==> src/rtl/mem_arbiter_pkg.sv <==
// Shared CPU package: arbiter FSM state encoding, default bus widths and a
// width helper for saturating counters.
package mem_arbiter_pkg;

    localparam int unsigned ADDR_W_DEF       = 64;
    localparam int unsigned DATA_W_DEF       = 64;
    localparam int unsigned MAX_D_STREAK_DEF = 4;

    typedef enum logic [2:0] {
        ST_IDLE   = 3'd0,
        ST_I_BUSY = 3'd1,
        ST_D_BUSY = 3'd2,
        ST_I_RESP = 3'd3,
        ST_D_RESP = 3'd4
    } arb_state_t;

    // Bits needed to hold 0..max_val. Never returns 0, so MAX_D_STREAK=0 still
    // yields a legal vector.
    function automatic int unsigned cnt_width(input int unsigned max_val);
        return (max_val < 1) ? 1 : $clog2(max_val + 1);
    endfunction

endpackage

==> src/rtl/arb_streak_counter.sv <==
// Saturating up-counter with synchronous clear.
// Ports: clk, rst (async active-low), inc (count up, holds at MAX_VAL),
//        clr (return to 0, wins over inc), count (current value).
module arb_streak_counter
    import mem_arbiter_pkg::*;
#(
    parameter int unsigned MAX_VAL = MAX_D_STREAK_DEF,
    parameter int unsigned CNT_W   = cnt_width(MAX_VAL)
) (
    input  logic             clk,
    input  logic             rst,
    input  logic             inc,
    input  logic             clr,
    output logic [CNT_W-1:0] count
);

    always_ff @(posedge clk or negedge rst) begin
        if (!rst) begin
            count <= '0;
        end else if (clr) begin
            count <= '0;
        end else if (inc && (count != CNT_W'(MAX_VAL))) begin
            count <= count + CNT_W'(1);
        end
    end

endmodule

==> src/rtl/mem_arbiter.sv <==
// Arbitrates an instruction-fetch port and a data port onto one single-port
// memory. Data wins by default; a waiting fetch is forced through after
// MAX_D_STREAK consecutive data grants.
// Ports: clk, rst (async active-low);
//        fetch  i_req/i_addr -> i_ready/i_rdata;
//        data   d_req/d_we/d_addr/d_wdata -> d_ready/d_rdata;
//        memory mem_req/mem_we/mem_addr/mem_wdata <- mem_ack/mem_rdata.
module mem_arbiter
    import mem_arbiter_pkg::*;
#(
    parameter int unsigned ADDR_W       = ADDR_W_DEF,
    parameter int unsigned DATA_W       = DATA_W_DEF,
    parameter int unsigned MAX_D_STREAK = MAX_D_STREAK_DEF
) (
    input  logic              clk,
    input  logic              rst,
    input  logic              i_req,
    input  logic [ADDR_W-1:0] i_addr,
    output logic              i_ready,
    output logic [DATA_W-1:0] i_rdata,
    input  logic              d_req,
    input  logic              d_we,
    input  logic [ADDR_W-1:0] d_addr,
    input  logic [DATA_W-1:0] d_wdata,
    output logic              d_ready,
    output logic [DATA_W-1:0] d_rdata,
    output logic              mem_req,
    output logic              mem_we,
    output logic [ADDR_W-1:0] mem_addr,
    output logic [DATA_W-1:0] mem_wdata,
    input  logic              mem_ack,
    input  logic [DATA_W-1:0] mem_rdata
);

    localparam int unsigned CNT_W = cnt_width(MAX_D_STREAK);

    arb_state_t        state;
    arb_state_t        state_nxt;
    logic              grant_i;
    logic              grant_d;
    logic [CNT_W-1:0]  streak;
    logic              streak_full;

    logic              mem_req_nxt;
    logic              mem_we_nxt;
    logic [ADDR_W-1:0] mem_addr_nxt;
    logic [DATA_W-1:0] mem_wdata_nxt;
    logic              i_ready_nxt;
    logic              d_ready_nxt;
    logic [DATA_W-1:0] i_rdata_nxt;
    logic [DATA_W-1:0] d_rdata_nxt;

    assign streak_full = (streak == CNT_W'(MAX_D_STREAK));

    // Streak of data grants taken while a fetch was waiting.
    arb_streak_counter #(
        .MAX_VAL (MAX_D_STREAK),
        .CNT_W   (CNT_W)
    ) u_streak (
        .clk   (clk),
        .rst   (rst),
        .inc   (grant_d && i_req),
        .clr   (grant_i || (grant_d && !i_req)),
        .count (streak)
    );

    // State register.
    always_ff @(posedge clk or negedge rst) begin
        if (!rst) begin
            state <= ST_IDLE;
        end else begin
            state <= state_nxt;
        end
    end

    // Next state and grant decision.
    always_comb begin
        state_nxt = state;
        grant_i   = 1'b0;
        grant_d   = 1'b0;
        unique case (state)
            ST_IDLE: begin
                if (d_req && !(i_req && streak_full)) begin
                    grant_d   = 1'b1;
                    state_nxt = ST_D_BUSY;
                end else if (i_req) begin
                    grant_i   = 1'b1;
                    state_nxt = ST_I_BUSY;
                end
            end
            ST_I_BUSY: if (mem_ack) state_nxt = ST_I_RESP;
            ST_D_BUSY: if (mem_ack) state_nxt = ST_D_RESP;
            ST_I_RESP: state_nxt = ST_IDLE;
            ST_D_RESP: state_nxt = ST_IDLE;
            default:   state_nxt = ST_IDLE;
        endcase
    end

    // Output decode from the upcoming state, so every output is a flop.
    always_comb begin
        mem_req_nxt   = (state_nxt == ST_I_BUSY) || (state_nxt == ST_D_BUSY);
        i_ready_nxt   = (state_nxt == ST_I_RESP);
        d_ready_nxt   = (state_nxt == ST_D_RESP);
        mem_we_nxt    = mem_we;
        mem_addr_nxt  = mem_addr;
        mem_wdata_nxt = mem_wdata;
        i_rdata_nxt   = i_rdata;
        d_rdata_nxt   = d_rdata;
        if (grant_d) begin
            mem_we_nxt    = d_we;
            mem_addr_nxt  = d_addr;
            mem_wdata_nxt = d_wdata;
        end else if (grant_i) begin
            mem_we_nxt    = 1'b0;
            mem_addr_nxt  = i_addr;
            mem_wdata_nxt = '0;
        end
        if ((state == ST_I_BUSY) && mem_ack) begin
            i_rdata_nxt = mem_rdata;
        end
        if ((state == ST_D_BUSY) && mem_ack) begin
            d_rdata_nxt = mem_we ? '0 : mem_rdata;
        end
    end

    // Output registers.
    always_ff @(posedge clk or negedge rst) begin
        if (!rst) begin
            mem_req   <= 1'b0;
            mem_we    <= 1'b0;
            mem_addr  <= '0;
            mem_wdata <= '0;
            i_ready   <= 1'b0;
            d_ready   <= 1'b0;
            i_rdata   <= '0;
            d_rdata   <= '0;
        end else begin
            mem_req   <= mem_req_nxt;
            mem_we    <= mem_we_nxt;
            mem_addr  <= mem_addr_nxt;
            mem_wdata <= mem_wdata_nxt;
            i_ready   <= i_ready_nxt;
            d_ready   <= d_ready_nxt;
            i_rdata   <= i_rdata_nxt;
            d_rdata   <= d_rdata_nxt;
        end
    end

endmodule

==> config.mk <==
export PLATFORM = sky130hd
export DESIGN_NAME = mem_arbiter
export DESIGN_NICKNAME = d
export VERILOG_FILES = /design/src/rtl/mem_arbiter_pkg.sv /design/src/rtl/arb_streak_counter.sv /design/src/rtl/mem_arbiter.sv
export SDC_FILE = /design/constraint.sdc
export NUM_CORES = 1
export LEC_CHECK = 0
export CAP_MARGIN = 20
export CORE_AREA = 2 2 205 207
export DETAILED_ROUTE_END_ITERATION = 7
export DIE_AREA = 0 0 207 209
export HOLD_SLACK_MARGIN = 0.08
export SYNTH_ARGS = -nofsm -noshare
export SYNTH_HDL_FRONTEND = slang
export SYNTH_SLANG_ARGS = --single-unit
==> constraint.sdc <==
create_clock -name clk -period 2.1 [get_ports clk]
set_input_delay 0.42 -clock clk [delete_from_list [all_inputs] [get_ports clk]]
set_output_delay 0.42 -clock clk [all_outputs]
set_load 0.1 [all_outputs]
==> summary.txt <==
Placement
  – Detail Placement HPWL: 26900 um
  – Placed insts: 1914
  – Number of port buffers: 521
  – Gpl congestion: 0.826

Synth
  – Area of the mapped netlist: 11300 um^2
  – Syn_nets: 1175
  – Top-area cell type share of the netlist area: 0.591
  – Most frequent cells after synthesis: dfrtp_1, o21ai_0, a22o_1, nand2_1, nand2b_1
  – Top-count cell post-synth: dfrtp_1
  – Syn. warnings: 0
  – Biggest area consumer among synthesized cells: dfrtp_1
  – Area contributors post-synth: dfrtp_1, mux2_2, a311o_1
  – Post-synth EDFFs: 0
  – Post-synth top flop: dfrtp_1
  – Synthesized flop and latch total: 266
  – Register area share after synthesis: 0.591
  – FFs w/ async S/R, synth: 1.00
  – Distinct cells, synth: 36
  – Syn Area/Cell: 12.4 um^2
  – Mapped Cells: 911

Drt
  – Via Count: 9290
  – Initial DRC count: 548
  – DR pass1 iterations: 4
  – Avg WL per Cell: 19.0 um
  – Final ANT Viol Nets: 0
  – DR vias/cell: 4.73
  – Final WL: 37400 um
  – Residual DRC count: 0

Critical path
  – Crit path kind: reg2reg
  – R2R depth: 5
  – RR Startpoint: state[2]
  – CP Launch Point: state[2]
  – Crit Path Max Fanout: 68
  – CP Capture Type: flop
  – Critical Path Max Stage Delay: 520 ps
  – Arrival time worst endpoint: 2480 ps
  – Critical Path Most Common Cell: buf_12
  – Cell Chain, Critical Path: or3_2, buf_12, nor3_4, buf_12, a22o_1
  – Slowest CP cell: or3_2
  – CP endpoint: mem_wdata[43]
  – Flop-to-flop setup slack: 110 ps
  – Reg-to-Reg End: mem_wdata[43]
  – Setup crit start kind: flop
  – CP required: 2590 ps

Die
  – Initial core utilization: 0.273
  – Core outline area: 41300 um^2
  – Die Height: 209 um
  – Top Ports: 522
  – Die width: 207 um
  – Row Count: 75
  – Die area: 43300 um^2

Timing
  – Final Hold Viols: 0
  – RSZ-0062 raised after global routing: no
  – Min Hold Slack: 221 ps
  – Final setup viols: 0
  – Fmax: 0.503 GHz
  – Tcrit/Tclk final: 0.946
  – Max_slew headroom: 0.618
  – Min Clock Period, post-route: 1990 ps
  – Post-Route Skew: 8.30 ps
  – Fin Setup TNS: 0 ps
  – Slew @ Worst Pin: 573 ps
  – Pins over their slew limit: 0

CTS
  – Clk Latency, worst-skew pair: 560 ps
  – CTS Buf Count: 30
  – Buffer count from post-CTS setup fixing: 0
  – # resized after CTS: 0
  – CTS tree: done
  – # hold bufs at CTS: 1
  – H-tree levels: 1
  – Clock Root Buffer: clkbuf_16
  – Clock Sinks: 266
  – Worst-path clk slew: 60 ps
  – Worst-case clock buffer depth: 3

GRT
  – Largest net degree at the start of global routing: 86
  – First-pass GRT wire length: 57800 um
  – Antenna violations before repair: 0
  – Vias in the first global route: 9695
  – GRT Util Overall: 0.166
  – GRT Residual Overflow: 0

Cells and area
  – Finished Layout Cells: 1966
  – Diode count: 0
  – Layout cell share with drive strength beyond 1: 0.291
  – Fillers: 3958
  – Net count, final: 1672
  – P&R area growth vs syn: 56.4%

Job
  – Max cap viols: 0

Worst hold path
  – Worst hold path type: in2reg

Outcome
  – Status: finished clean
-- through the flow --
| stage | utilization | cell area [um^2] | setup slack [ps] |
|---|---|---|---|
| 2_1_floorplan | - | 11300 | 373 |
| 3_3_place_gp | 0.403 | 16600 | 20.7 |
| 3_5_place_dp | 0.403 | 16600 | 8.99 |
| 4_1_cts | 0.427 | 17600 | 104 |
| 5_1_grt | 0.427 | 17600 | 8.40 |
| 6_report | 0.427 | 17600 | 114 |
-- registers in the layout, indices dropped and copies added, names as in the netlist --
name and cells:
state 3, d_rdata 64, d_ready 1, u_streak.count 3, mem_addr 64, mem_we 1, i_rdata 64, i_ready 1
mem_req 1, mem_wdata 64
-- how the worst min path moves through the flow --
stage                     cells past startpoint                end   from  slack [ps]
final                                         3  u_streak.count[2]  d_req         220
after global routing                          3  u_streak.count[2]  d_req         220
after detailed placement                      1      mem_wdata[26]    rst         420
after floorplan                               0         d_rdata[0]    rst         120
after global placement                        1      mem_wdata[27]    rst         420
after CTS                                     3  u_streak.count[2]  d_req         190
-- layout by cell type (no fill, tap or decap), types with 7 or more instances in the layout --
cell             count
inv_1                7
o22a_1              63
buf_12              19
dfrtp_1            266
o21ai_0             66
a311o_1             63
nand2_1             65
clkbuf_1             8
mux2_2              64
nand2b_1            65
clkdlybuf4s50_1    259
buf_4              280
a22o_1              65
a21boi_0            64
clkbuf_16           30
-- cell type report --
class | instances | area [um^2] | area share
tap | 539 | 674 | 0.0383
inverter | 7 | 26.3 | 0.00149
clock inverter | 12 | 181 | 0.0103
multi-input combinational | 543 | 4200 | 0.238
sequential | 266 | 6660 | 0.378
timing repair buffer | 560 | 5100 | 0.289
clock buffer | 39 | 795 | 0.0451
-- metal layers --
| layer | track usage | vias to the layer above | wire [um] |
|---|---|---|---|
| li1 | - | 4361 | - |
| met1 | 0.210 | 4558 | 15500 |
| met2 | 0.288 | 325 | 18900 |
| met3 | 0.0350 | 46 | 2280 |
| met4 | 0.0438 | 0 | 758 |
| met5 | 0 | - | 0 |
-- critical path: cells and delay by family, from the launching register on --
kind / cells / cell delay, ps
buf+inv: 2 / 510
compound gates: 1 / 180
flops: 1 / 440
simple gates: 2 / 730
-- cells by family after synthesis --
kind of cell               after synthesis  synth area share
AOI/OAI and AO/OA                      332             0.234
and+or+nand+nor                        144            0.0655
muxes                                   64            0.0639
DFF                                    266             0.591
buffers and inverters                  102            0.0426
adders and majority gates                2           0.00222
xor gates and xnor gates                 1          0.000777
Power is left out: the tool's default activity adds up to more than one toggle a clock period on the data nets, which glitch-free logic cannot reach.
